==> src/rtl/fetch_unit_pf.sv <==
// Pipelined instruction fetch: req/gnt address phase, in-order rvalid responses,
// prefetch FIFO of {instr, pc} drained by decode, redirect flush with stale-response discard.
module fetch_unit_pf #(
  parameter int              XLEN         = 32,
  parameter logic [XLEN-1:0] RESET_VECTOR = '0,
  parameter int              FIFO_DEPTH   = 4
) (
  input  logic            clk,
  input  logic            rst_n,
  input  logic            redirect_valid,
  input  logic [XLEN-1:0] redirect_pc,
  output logic            imem_req,
  output logic [XLEN-1:0] imem_addr,
  input  logic            imem_gnt,
  input  logic            imem_rvalid,
  input  logic [31:0]     imem_rdata,
  output logic            if_valid,
  input  logic            if_ready,
  output logic [31:0]     if_instr,
  output logic [XLEN-1:0] if_pc,
  output logic [XLEN-1:0] if_pc_plus4
);

  localparam int AW = $clog2(FIFO_DEPTH);
  localparam int CW = AW + 1;
  localparam logic [CW:0] DEPTH_C = (CW+1)'(FIFO_DEPTH);

  logic [XLEN-1:0] fetch_pc;
  logic [XLEN-1:0] resp_pc;
  logic [CW-1:0]   outstanding;
  logic [CW-1:0]   discard;
  logic [CW-1:0]   fifo_count;
  logic [AW-1:0]   wr_ptr;
  logic [AW-1:0]   rd_ptr;
  logic [31:0]     instr_mem [FIFO_DEPTH];
  logic [XLEN-1:0] pc_mem    [FIFO_DEPTH];

  logic [CW:0]     credit_sum;
  logic            credit_ok;
  logic            grant;
  logic            push;
  logic            pop;
  logic            drop;
  logic            fifo_nonempty;
  logic [XLEN-1:0] redirect_base;

  // Stale in-flight responses still hold credit, so the sum bounds fetch-ahead distance.
  assign credit_sum    = {1'b0, outstanding} + {1'b0, fifo_count};
  assign credit_ok     = credit_sum < DEPTH_C;
  assign imem_req      = rst_n & credit_ok & ~redirect_valid;
  assign imem_addr     = fetch_pc;

  assign grant         = imem_req & imem_gnt;
  assign fifo_nonempty = (fifo_count != '0);
  assign drop          = imem_rvalid & ~redirect_valid & (discard != '0);
  assign push          = imem_rvalid & ~redirect_valid & (discard == '0);
  assign pop           = fifo_nonempty & if_ready & ~redirect_valid;
  assign redirect_base = {redirect_pc[XLEN-1:2], 2'b00};

  assign if_valid      = fifo_nonempty;
  assign if_instr      = fifo_nonempty ? instr_mem[rd_ptr] : '0;
  assign if_pc         = fifo_nonempty ? pc_mem[rd_ptr] : '0;
  assign if_pc_plus4   = if_pc + XLEN'(4);

  always_ff @(posedge clk or negedge rst_n) begin
    if (!rst_n) begin
      fetch_pc    <= RESET_VECTOR;
      resp_pc     <= RESET_VECTOR;
      outstanding <= '0;
      discard     <= '0;
      fifo_count  <= '0;
      wr_ptr      <= '0;
      rd_ptr      <= '0;
    end else if (redirect_valid) begin
      // Everything still in flight after this cycle belongs to the old path.
      fetch_pc    <= redirect_base;
      resp_pc     <= redirect_base;
      outstanding <= outstanding - CW'(imem_rvalid);
      discard     <= outstanding - CW'(imem_rvalid);
      fifo_count  <= '0;
      wr_ptr      <= '0;
      rd_ptr      <= '0;
    end else begin
      if (grant) fetch_pc <= fetch_pc + XLEN'(4);
      outstanding <= outstanding + CW'(grant) - CW'(imem_rvalid);
      if (drop) discard <= discard - CW'(1);
      if (push) begin
        resp_pc <= resp_pc + XLEN'(4);
        wr_ptr  <= wr_ptr + AW'(1);
      end
      if (pop) rd_ptr <= rd_ptr + AW'(1);
      fifo_count <= fifo_count + CW'(push) - CW'(pop);
    end
  end

  always_ff @(posedge clk or negedge rst_n) begin
    if (!rst_n) begin
      for (int i = 0; i < FIFO_DEPTH; i++) begin
        instr_mem[i] <= '0;
        pc_mem[i]    <= '0;
      end
    end else if (push) begin
      instr_mem[wr_ptr] <= imem_rdata;
      pc_mem[wr_ptr]    <= resp_pc;
    end
  end

endmodule

==> config.mk <==
export PLATFORM = sky130hd
export DESIGN_NAME = fetch_unit_pf
export DESIGN_NICKNAME = d
export VERILOG_FILES = /design/src/rtl/fetch_unit_pf.sv
export SDC_FILE = /design/constraint.sdc
export NUM_CORES = 1
export LEC_CHECK = 0
export ABC_CLOCK_PERIOD_IN_PS = 4900
export CAP_MARGIN = 20
export CELL_PAD_IN_SITES_DETAIL_PLACEMENT = 2
export CELL_PAD_IN_SITES_GLOBAL_PLACEMENT = 2
export CORE_AREA = 2 2 199 201
export DETAILED_ROUTE_END_ITERATION = 16
export DIE_AREA = 0 0 201 203
export GPL_TIMING_DRIVEN = 0
export PLACE_DENSITY_LB_ADDON = 0.1
export SETUP_SLACK_MARGIN = 0.2
export SLEW_MARGIN = 20
export SYNTH_ARGS = -nofsm -noshare
export SYNTH_HDL_FRONTEND = slang
export SYNTH_SLANG_ARGS = --single-unit
==> constraint.sdc <==
create_clock -name clk -period 4.9 [get_ports clk]
set_input_delay 1.225 -clock clk [delete_from_list [all_inputs] [get_ports clk]]
set_output_delay 1.225 -clock clk [all_outputs]
set_load 0.005 [all_outputs]
---- Word level (Yosys, flattened, before mapping) ----
Cells that the tools add are included.
cells by class
  add/sub/neg operators ................... 12
  magnitude comparators ................... 4
  multiplexer cells ....................... 24
  bitwise logic cells ..................... 11
  reduce and logical (&&, ||, !) cells .... 8
operators by type and width
  operator                                             count
  2-to-1 mux 32 bit                                    11
  bitwise mux 128 bit                                  2
  binary-select mux 32 bit (select 2 bit)              2
  adder 32 x 3 -> 32 bit (second input constant)       3
  demux 32 bit (select 2 bit)                          1
  2-to-1 mux 3 bit                                     4
  subtractor 3 x 1 -> 3 bit                            3
  bitwise AND 1 bit                                    8
  2-to-1 mux 2 bit                                     4
  nonzero test 2 bit                                   4
  adder 3 x 1 -> 3 bit                                 2
  >= comparator 3 bit (second input constant)          2
  inverter 2 -> 3 bit                                  2
  nonzero test 3 bit                                   2
  adder 2 x 1 -> 2 bit (second input constant)         2
  adder 3 x 3 -> 4 bit                                 1
  < comparator 4 x 3 -> 1 bit (second input constant)  1
  zero test 3 bit                                      1
  < comparator 3 x 1 -> 1 bit (second input constant)  1
  subtractor 3 x 1 -> 3 bit (second input constant)    1
  logical AND 1 bit                                    1
  inverter 1 bit                                       1
storage, ports and cells
  bits in registers ....................... 333
  input bits .............................. 70
  output and inout port bits .............. 130

---- Longest topological paths before layout ----
Gate-level depths: netlist of run 1.
  word-level depth ........................ 8
  mapped depth ............................ 14
  depth with buffers taken out ............ 12

---- Worst setup path after synthesis of run 1 ----
No wires, ideal clock.
  path kind ............................... register -> output
  from .................................... register fifo_count[1]
  to ...................................... output if_pc_plus4[20]
  arrival ................................. 2.688 ns
  required time ........................... 3.675 ns
  path slack .............................. 0.987 ns
  cell stages (with the launch flop) ...... 14
  cells stage by stage .................... dfrtp_1 nor3_1 inv_1 buf_4 clkbuf_1 clkbuf_1 nand2_1 inv_1 ha_1 nand4_2 or4_4 nor2_2 and3_1 xor2_1
on the way
  longest elaborated chain between the ends .. 3
RTL lines
  element                 line  text
  start, declared         32    logic [CW-1:0] fifo_count;
  start signal, assigned  92    fifo_count <= fifo_count + CW'(push) - CW'(pop);
  nonzero test 3 bit      54    assign fifo_nonempty = (fifo_count != '0);
  net if_valid            17    output logic if_valid,
  2-to-1 mux 32 bit       62    assign if_pc = fifo_nonempty ? pc_mem[rd_ptr] : '0;
  net if_pc[2]            20    output logic [XLEN-1:0] if_pc,
  adder 32 x 3 -> 32 bit  63    assign if_pc_plus4 = if_pc + XLEN'(4);
  end, declared           21    output logic [XLEN-1:0] if_pc_plus4
The timed path passes the listed nets, and every way through them passes these cells.

---- Final worst setup path of run 1 ----
  from .................................... register rd_ptr[0]
  to ...................................... output if_pc_plus4[23]
on the way
  longest elaborated chain between the ends .. 6
RTL lines
  element                                               line  text
  start, declared                                       34    logic [AW-1:0] rd_ptr;
  start signal, assigned                                91    if (pop) rd_ptr <= rd_ptr + AW'(1);
  inverter 2 -> 3 bit (not written as such)             62
  binary-select mux 32 bit (select 2 bit)               62
  2-to-1 mux 32 bit (not written as such) (2 in a row)  62
  2-to-1 mux 32 bit                                     62
  adder 32 x 3 -> 32 bit                                63
No other way between the ends. The select of a mux whose other input is x is not followed.

==> results.md, run 1 <==
* DIE AREA at slightly above 40000 um2
* Max FO, Critical Path at 10
* Reg clk slew, reported paths at ~0.06 ns
* Via density at around 5.5
* Detailed placer's ending HPWL at ~35000 um
* Post-synth EDFFs at 0
* Die Y-Extent at about 200 um
* Nature of the critical path endpoint: output port
* Final Hold Fails at 0
* Sequential area share after synthesis at between 50% and 60%
* Last weighted congestion value of the routability-driven placer at between 0.7 and 0.8
* RSZ-0062 raised after global routing: true
* Layout cell share with drive strength beyond 1 at 32.6%
* Inst Count DP at roughly 2000
* Reg2reg start: fifo_count[2]
* NetSw at 3.32 mW
* Synthesized area at approximately 16000 um2
* Worst r2r path cells at 14
* CP Capture Point: if_pc_plus4[23]
* Max Fclk at roughly 220 MHz
* Most frequent cells in the layout: dfrtp_1, mux2_2, clkdlybuf4s50_1, nand2_1, mux4_2
* Switching share of power at 31.8%
* Post-Route Utilization at approximately 53%
* Power per cell area at roughly 500 nW/um2
* First-pass GRT wire length at between 70000 and 80000 um
* Clk Latency, worst-skew pair at 0.53 ns
* Max IR drop VDD at approximately 0.22 mV
* Status: finished, final reports clean
* Final ANT Viol Nets at 0
* Routed WL at 50900 um
* Io pins at 200
* DIE WIDTH at approximately 200 um
* Vias in the first global route at 13000
* Max Clock Skew at 0.0132 ns
* Final Net Count at between 1500 and 2000
* CTS buffer count at 39
* LEAKAGE at between 9 and 10 nW
* Min-delay src: pc_mem[56]
* Max Cap Viol at 0
* GR Overflow Total at 0
* CTS tree: yes
* CP Launch Type: register
* Internal power at 7.11 mW
* DR pass1 iterations at 4
* Slew Viols, Final at 0
* Clock Power Share at between 20% and 30%
* Post-synth top flop: dfrtp_1
* Yosys top cell by area: dfrtp_1
* Area delta synth->final at 26.8%
* Post-synth cell types at 54
* Initial core utilization at a little over two fifths
* Seq pwr share at about a third
* Post-DR wirelength/cell at ~25 um
* Slew margin rel. at 36.4%
* IO buf count at 190
* Core area at roughly 38000 um2
* Reg2Reg Capture Point: outstanding[2]
* Clk root buf: clkbuf_16
* Post-synth ARST share at 100%
* Initial antenna violation count at 0
* Crit path launch: rd_ptr[0]
* Gate Count Post-Synth at between 1000 and 1500
* Final setup viols at 0
* Tmin final at about 4.6 ns
* Final non-filler cell total at a little over 2000
* GR Util All Layers at roughly a quarter
* Clk sinks at about 320
* Cts hold-fix bufs at 0
* Most common cell after layout, fill and taps aside: dfrtp_1
* Data arrival, critical path at ~3.4 ns
* CP required at ~3.7 ns
* FILL cells at roughly 3600
* CP Class: register to output port
* Site Rows at between 70 and 80
* Largest net degree at the start of global routing at between 80 and 90
* Combinational power share at 36.6%
* Largest cells by area after synthesis: dfrtp_1, mux2_2, mux4_2
* Worst Max-Slew Pin Slew at approximately 0.94 ns
* Hold Path Class: register to register
* #FFs+latches synth at approximately 320
* Post-route DRC at 0
* Final worst-path cycle share at between 90% and 100%
* Yosys warning count at 0
* Post-synth top area share at 50.1%
* Routed via count at about 11000
* Synthesized area per cell at roughly 13 um2
* Antenna diode count at 0
* CTS Buffer Depth at 3
* R2R setup slack at 0.96 ns
* Initial drt markers at about 450
* H-tree levels at 2
[worst min-delay path by stage]
stage | depth (start not counted) | slack (ns) | endpoint
3_5_place_dp | 1 | 0.49 | instr_mem[103]
6_report | 1 | 0.50 | pc_mem[56]
2_1_floorplan | 1 | 0.47 | pc_mem[66]
4_1_cts | 1 | 0.50 | pc_mem[6]
5_1_grt | 1 | 0.51 | instr_mem[2]
3_3_place_gp | 1 | 0.48 | pc_mem[49]
[cells in the mapped netlist, types with 2 or more instances]
| library cell | count |
|---|---|
| o21ai_0 | 37 |
| and3_1 | 15 |
| nand4_1 | 13 |
| buf_2 | 26 |
| o211ai_1 | 3 |
| o21ai_1 | 2 |
| ha_1 | 17 |
| dfrtp_1 | 321 |
| clkbuf_1 | 33 |
| mux2_2 | 264 |
| nand2_1 | 77 |
| buf_1 | 4 |
| nor4_4 | 2 |
| nand2b_1 | 2 |
| xnor2_1 | 39 |
| mux4_1 | 13 |
| nand3_1 | 42 |
| or3_1 | 2 |
| inv_1 | 29 |
| nor2_1 | 43 |
| mux4_2 | 52 |
| buf_4 | 11 |
| and4_1 | 9 |
| nor4_2 | 3 |
| a31oi_1 | 7 |
| and2_0 | 3 |
| nand4b_1 | 2 |
| nor3_1 | 8 |
| fa_1 | 2 |
| nand4_2 | 3 |
| o311ai_0 | 9 |
| nor4_1 | 4 |
| nand3_2 | 2 |
| and2_1 | 59 |
| buf_6 | 3 |
| xor2_1 | 36 |
| nor3_2 | 2 |
| a21oi_1 | 17 |
[registers in the layout (all words and copies together) (netlist names)]
register,flops
instr_mem,128
fifo_count,3
discard,3
resp_pc,30
wr_ptr,2
rd_ptr,2
imem_addr,30
pc_mem,120
outstanding,3
[metrics by stage]
stage                     hold slack (ns)  setup TNS (ns)  power (mW)  worst slack, ns  area (um2)
after CTS                           0.503               0        10.4            0.159       20300
after global routing                0.515               0        11.0            0.157       20400
after global placement              0.479        -4137.38        7.04           -11.84       18600
after detailed placement            0.489           -4.74        7.25           -0.663       18700
after floorplan                     0.470               0        5.54            0.987       16100
final                               0.499               0        10.4            0.286       20400
[power groups by stage]
stage	clock, mW	combinational, mW	sequential [mW]
6_report	2.93	3.82	3.67
3_3_place_gp	0	3.41	3.64
4_1_cts	2.99	3.79	3.67
5_1_grt	3.10	4.11	3.74
2_1_floorplan	0	2.02	3.51
3_5_place_dp	0	3.57	3.69
[cell type report]
class	instances	area (um2)	share of cell area, %
timing repair buffer	214	2180	10.7
inverter	30	113	0.553
buffer	79	505	2.48
clock buffer	57	1160	5.68
multi-input combinational	807	7580	37.3
sequential	321	8040	39.5
clock inverter	12	135	0.664
tap	518	648	3.18
[repair_timing]
action | in CTS | in global routing
buffers inserted | 15 | 4
resized for setup | 56 | 31
endpoints found under the hold margin | 0 | 0
setup endpoints to repair | 53 | 40
pin swaps | 10 | 4
[per-layer routing]
layer | GRT usage [%] | up-vias | wire, um
li1 | - | 4931 | -
met1 | 32.8 | 5909 | 21900
met2 | 45.1 | 250 | 26000
met3 | 3.29 | 86 | 1730
met4 | 7.25 | 0 | 1240
met5 | 0 | - | 0
[cell families after synthesis]
family	synth area share (%)
fa+ha+maj	1.57
mux	28.1
buf+inv	3.26
compound gates	2.71
xor+xnor	4.09
flops	50.1
simple gates	10.2
other cells	0.0234
[worst max-delay path, stage by stage, from the launching register on]
cell and delay (ns):
dfrtp_2 0.46, buf_12 0.19, buf_12 0.17, mux4_2 0.39
nor4_4 0.38, nand3_2 0.18, nor3_1 0.20, mux2_1 0.40
clkdlybuf4s50_1 0.47
No activity file was read; power rests on OpenSTA's default activity.
==> run 2: changes to the inputs <==
--- a/config.mk
+++ b/config.mk
@@ -7,3 +7,3 @@
 export LEC_CHECK = 0
-export ABC_CLOCK_PERIOD_IN_PS = 4900
+export ABC_CLOCK_PERIOD_IN_PS = 5100
 export CAP_MARGIN = 20
@@ -11,7 +11,7 @@
 export CELL_PAD_IN_SITES_GLOBAL_PLACEMENT = 2
-export CORE_AREA = 2 2 199 201
+export CORE_AREA = 2 2 206 208
 export DETAILED_ROUTE_END_ITERATION = 16
-export DIE_AREA = 0 0 201 203
+export DIE_AREA = 0 0 208 210
 export GPL_TIMING_DRIVEN = 0
-export PLACE_DENSITY_LB_ADDON = 0.1
+export PLACE_DENSITY = 0.85
 export SETUP_SLACK_MARGIN = 0.2
==> constraint.sdc (replaced) <==
create_clock -name clk -period 5.1 [get_ports clk]
set_input_delay 1.275 -clock clk [delete_from_list [all_inputs] [get_ports clk]]
set_output_delay 1.275 -clock clk [all_outputs]
set_load 0.02 [all_outputs]
==> run 2 against run 1 <==
Total power fell by 0.36%. Die area rose by 7.1%. Sequential share of layout area rose by 0.31 points. Critical endpoint unchanged.
==> results.md, run 2 (synthesis results as in run 1) <==
* Status: finished, final reports clean
* Detailed placer's ending HPWL at ~37000 um
* Last weighted congestion value of the routability-driven placer at approximately 0.8
* Most common cell after layout, fill and taps aside: dfrtp_1
* GR Overflow Total at 0
* Site Rows at between 70 and 80
* Final ANT Viol Nets at 0
* Post-DR wirelength/cell at 26.3 um
* Hold Path Class: register to register
* CP Class: register to output port
* First-pass GRT wire length at a little over 80000 um
* Sequential cell area at between 8000 and 9000 um2
* Initial antenna violation count at 0
* Io pins at 200
* Initial drt markers at 557
* CP Launch Type: register
* LEAKAGE at a little over 9 nW
* Final Net Count at roughly 1600
* Worst Max-Slew Pin Slew at between 1 and 1.5 ns
* Die Y-Extent at between 200 and 250 um
* Nature of the critical path endpoint: output port
* DIE AREA at 43700 um2
* RSZ-0062 raised after global routing: true
* Setup ws final at 0.284 ns
* Core area at between 40000 and 50000 um2
* GR Util All Layers at roughly a quarter
* Layout cell share with drive strength beyond 1 at 31.4%
* Clk Latency, worst-skew pair at 0.55 ns
* Setup TNS at 0 ns
* Data arrival, critical path at approximately 3.5 ns
* Reg clk slew, reported paths at roughly 0.060 ns
* Area delta synth->final at 25.9%
* Max IR drop VDD at 0.198 mV
* Clk sinks at roughly 320
* Max FO, Critical Path at 6
* Post-Route Utilization at 48.7%
* Slew margin rel. at 30.2%
* Max Fclk at 208 MHz
* Pre-CTS WS at -0.824 ns
* CTS tree: yes
* Final worst-path cycle share at 94.4%
* Routed WL at approximately 54000 um
* H-tree levels at 2
* CTS buffer count at 38
* Routed via count at 11400
* Final Hold Fails at 0
* Max Clock Skew at about 0.019 ns
* Vias in the first global route at between 10000 and 15000
* DIE WIDTH at 208 um
* Largest net degree at the start of global routing at between 100 and 150
* Max FFs per register at about 130
* Via density at ~5.6
* Final setup viols at 0
* Slew Viols, Final at 0
* CP required at 3.83 ns
* Post-route DRC at 0
* Clk root buf: clkbuf_16
* Multi-input gate area at 7590 um2
* Largest registers: instr_mem x128, pc_mem x120
* Cts hold-fix bufs at 0
* IO buf count at between 150 and 200
* Max Cap Viol at 0
* CTS Buffer Depth at 3
* Most frequent cells in the layout: dfrtp_1, mux2_2, clkdlybuf4s50_1, nand2_1, and2_1
* Antenna diode count at 0
* Top reg by flops: instr_mem
* DR pass1 iterations at 4
* Initial core utilization at approximately 39%
* Tmin final at roughly 4.8 ns
* Power per cell area at a little over 500 nW/um2
* FILL cells at 3980
* Hold WS at around 0.5 ns
run 2: worst max-delay path: stages (launching register included):
cell	delay, ns
dfrtp_2	0.47
mux4_1	0.44
and2_1	0.15
clkbuf_1	0.28
and4_2	0.36
nand3_2	0.20
nor3_2	0.19
mux2_1	0.36
clkdlybuf4s50_1	0.55
run 2: through the flow:
stage	power [mW]	area (um2)	instances
finish	10.4	20200	2046
global route	10.8	20200	2046
CTS	10.4	20200	2044
detailed placement	7.42	18700	1970
global placement	7.17	18600	1966
floorplan	5.73	16100	1237
run 2: where the power goes:
group | switching [mW] | internal [mW] | total (mW)
registers | 0.448 | 3.10 | 3.55
logic | 2.04 | 1.92 | 3.97
clock network | 1.15 | 1.71 | 2.87
total | 3.65 | 6.74 | 10.4
run 2: per-layer routing:
| metal | global-route usage, % | up-vias | wire length (um) |
|---|---|---|---|
| met5 | 0 | - | 0 |
| met4 | 7.85 | 0 | 1510 |
| met3 | 3.49 | 88 | 1910 |
| met2 | 43.8 | 300 | 27700 |
| met1 | 31.4 | 6094 | 22700 |
| li1 | - | 4911 | - |
run 2: worst paths after layout:
path	from	to	slack, ns	depth (start not counted)
max in group asynchronous	rst_n	imem_addr[28]	3.25	3
min in group asynchronous	rst_n	instr_mem[119]	0.59	1
setup reg to reg	fifo_count[2]	outstanding[2]	1.27	14
setup / recovery	rd_ptr[0]	if_pc_plus4[23]	0.28	8
hold reg to reg	instr_mem[3]	instr_mem[3]	0.50	1
hold / removal	instr_mem[3]	instr_mem[3]	0.50	1
run 2: what timing repair did:
item / in CTS / in global routing
pin swaps: 5 / 5
setup buffers: 6 / 2
resized for setup: 67 / 17
endpoints found under the setup margin: 53 / 12
run 2: final cells by class:
type	instances	area share, %
tap	539	3.34
timing repair buffer	202	10.1
inverter	30	0.557
sequential	321	39.8
multi-input combinational	807	37.6
clock inverter	12	0.898
clock buffer	56	5.49
buffer	79	2.30
==> edit (settings of run 2) <==
Make the reset (`rst_n`) synchronous in 2 clocked blocks.
--- a/src/rtl/fetch_unit_pf.sv
+++ b/src/rtl/fetch_unit_pf.sv
@@ -64,3 +64,3 @@
 
-  always_ff @(posedge clk or negedge rst_n) begin
+  always_ff @(posedge clk) begin
     if (!rst_n) begin
@@ -95,3 +95,3 @@
 
-  always_ff @(posedge clk or negedge rst_n) begin
+  always_ff @(posedge clk) begin
     if (!rst_n) begin
Function: differs if rst_n is asserted again (counterexample within 4 cycles, from zero or initial values and one cycle with rst_n low); with rst_n held inactive, the same outputs for 4 cycles.
==> edit against run 2 <==
  * Cell area shrank 0.94%
  * Hold slack gained 0.029 ns
  * Critical path depth grew 2
  * Worst setup slack lost 0.034 ns
  * Routed wire length grew 18%
  * Fmax shrank 0.71%
  * Sequential cell count grew 2
  * Synthesized area shrank 2.1%
  * First-iteration DRC count grew 76%
  * Sequential share of layout area grew 4.9 points
Power is not compared: it rests on default switching activity, and its combinational part moved more than twofold at a synthesized area within 25%.
==> edit: results (changes against run 2) <==
- Register area share after synthesis: 0.5698 (+0.06929)
- Worst reg2reg endpoint: outstanding[2]
- Worst hold path cell count: 2 (+1)
- Most common cell in the netlist: edfxtp_1
- Synth Instances: 1376 (+12%)
- Fill cells: 4140 (+4.0%)
- Post-Place Setup Slack: -0.5606 ns (+0.2633 ns)
- Global-route usage over all layers: 0.2927 (+0.04530)
- DP Area: 18680 sq um (-0.33%)
- Layout cell share with drive strength beyond 1: 0.1293 (-0.1846)
- Top cells by area, synth: edfxtp_1 (47%), dfxtp_1 (9.6%), mux4_2 (8.5%), nor2_1 (5.5%), nand2_1 (3.5%)
- Skew final: 0.01399 ns (-0.005109 ns)
- HP Start: imem_addr[21]
- Final WL: 63740 um (+18%)
- First-pass GRT wire length: 95020 um (+15%)
- Biggest regs: instr_mem x128, pc_mem x120
- # placed instances: 2123 (+7.8%)
- Worst Path Arrival: 3.57 ns (+0.03 ns)
- Fin Hold WS: 0.5285 ns (+0.02929 ns)
- DR iter-0 viols: 980 (+76%)
- Vias/cell: 5.699 (+2.4%)
- Number of distinct library cells after synthesis: 72 (+33%)
- Vias in the first global route: 14020 (+6.1%)
- Dpl hpwl: 42730 um (+16%)
- Worst path max stage delay: 0.66 ns (+0.11 ns)
- Worst-margin pin slew: 1.104 ns (+0.06700 ns)
- Final RePlAce weighted congestion: 0.8354 (+4.4%)
- EDFF count, synth: 248 (+248)
- Layout Nets: 1714 (+9.3%)
- Initial antenna violation count: 1 (+1)
- Iteration count of the initial detailed-routing pass: 5 (+1)
- Status: finished clean
- Critical Path Fanout Max: 10 (+4)
- Post-synth top cells: edfxtp_1 (248), nor2_1 (230), nand2_1 (145)
- Synth async-reset ratio: 0 (-1.000)
- Largest net degree at the start of global routing: 20 (-80%)
- R2R Setup Slk: 1.46 ns (+0.19 ns)
edit: cell types whose count changed after synthesis, sizes merged, moves of 11 or more:
| cell | change |
|---|---|
| dfxtp | +75 |
| nand2 | +68 |
| clkbuf | +21 |
| dfrtp | -321 |
| nand3 | -12 |
| edfxtp | +248 |
| nor2 | +186 |
| mux2 | -265 |
| o21ai | +11 |
| inv | +57 |
| a21oi | +21 |
| buf | -14 |
edit: how the worst max path moves through the flow:
stage                             to  slack (ns)            from
floorplan            instr_mem[0][0]       -0.09  redirect_valid
global placement    instr_mem[0][23]       -3.45     imem_rvalid
detailed placement   if_pc_plus4[30]       -0.56   fifo_count[1]
CTS                  if_pc_plus4[30]       0.008            flop
global route         if_pc_plus4[13]        0.19            flop
finish               if_pc_plus4[13]        0.25            flop
edit: worst max-delay path, delay by kind of cell, from the launching register on:
| family | cells | cell delay [ns] |
|---|---|---|
| AO/OA/AOI/OAI | 2 | 0.34 |
| AND/OR/NAND/NOR | 2 | 0.36 |
| flip-flops | 1 | 0.33 |
| buffers and inverters | 5 | 1.78 |
| XOR/XNOR | 1 | 0.18 |
edit: final cells by class:
type / count / area share
Sequential cell: 323 / 0.4473
Multi-Input combinational cell: 883 / 0.3079
Timing Repair Buffer: 208 / 0.1135
Antenna cell: 1 / 0.0001251
Clock buffer: 49 / 0.05277
Clock inverter: 17 / 0.004252
Tap cell: 539 / 0.03370
Inverter: 89 / 0.01669
Buffer: 86 / 0.02376
edit: kinds of logic (layout without fill, tap and decap cells):
logic type | count (synthesis) | after routing | synth area share
adder cells (fa/ha/maj) | 15 | 15 | 0.01291
other | 1 | 7 | 0.0002388
buffers and inverters | 175 | 449 | 0.04916
multiplexers | 66 | 66 | 0.09426
flip-flops | 323 | 323 | 0.5698
AND/OR/NAND/NOR | 593 | 593 | 0.1842
AO/OA/AOI/OAI | 133 | 133 | 0.05036
XOR/XNOR | 70 | 70 | 0.03904
edit: what timing repair did:
| action | in CTS | in global routing |
|---|---|---|
| setup buffers | 5 | 0 |
| pin swaps | 3 | 1 |
| endpoints found under the setup margin | 57 | 34 |
| cloned | 0 | 0 |
| gates resized for setup | 48 | 25 |
edit: layer usage:
| layer | wire (um) | track usage | vias up | share of wire |
|---|---|---|---|---|
| li1 | - | - | 5357 | - |
| met1 | 24830 | 0.3553 | 6443 | 0.39 |
| met2 | 32820 | 0.5215 | 570 | 0.51 |
| met3 | 3686 | 0.04425 | 140 | 0.058 |
| met4 | 2407 | 0.1206 | 0 | 0.038 |
| met5 | 0 | 0 | - | 0 |
edit: power by group:
| group | total, mW | switching, mW | internal [mW] | leakage, nW |
|---|---|---|---|---|
| Clock | 2.65 | 1.19 | 1.46 | 0.555 |
| Sequential | 3.08 | 0.102 | 2.97 | 3.19 |
| Combinational | 0.746 | 0.449 | 0.297 | 3.93 |
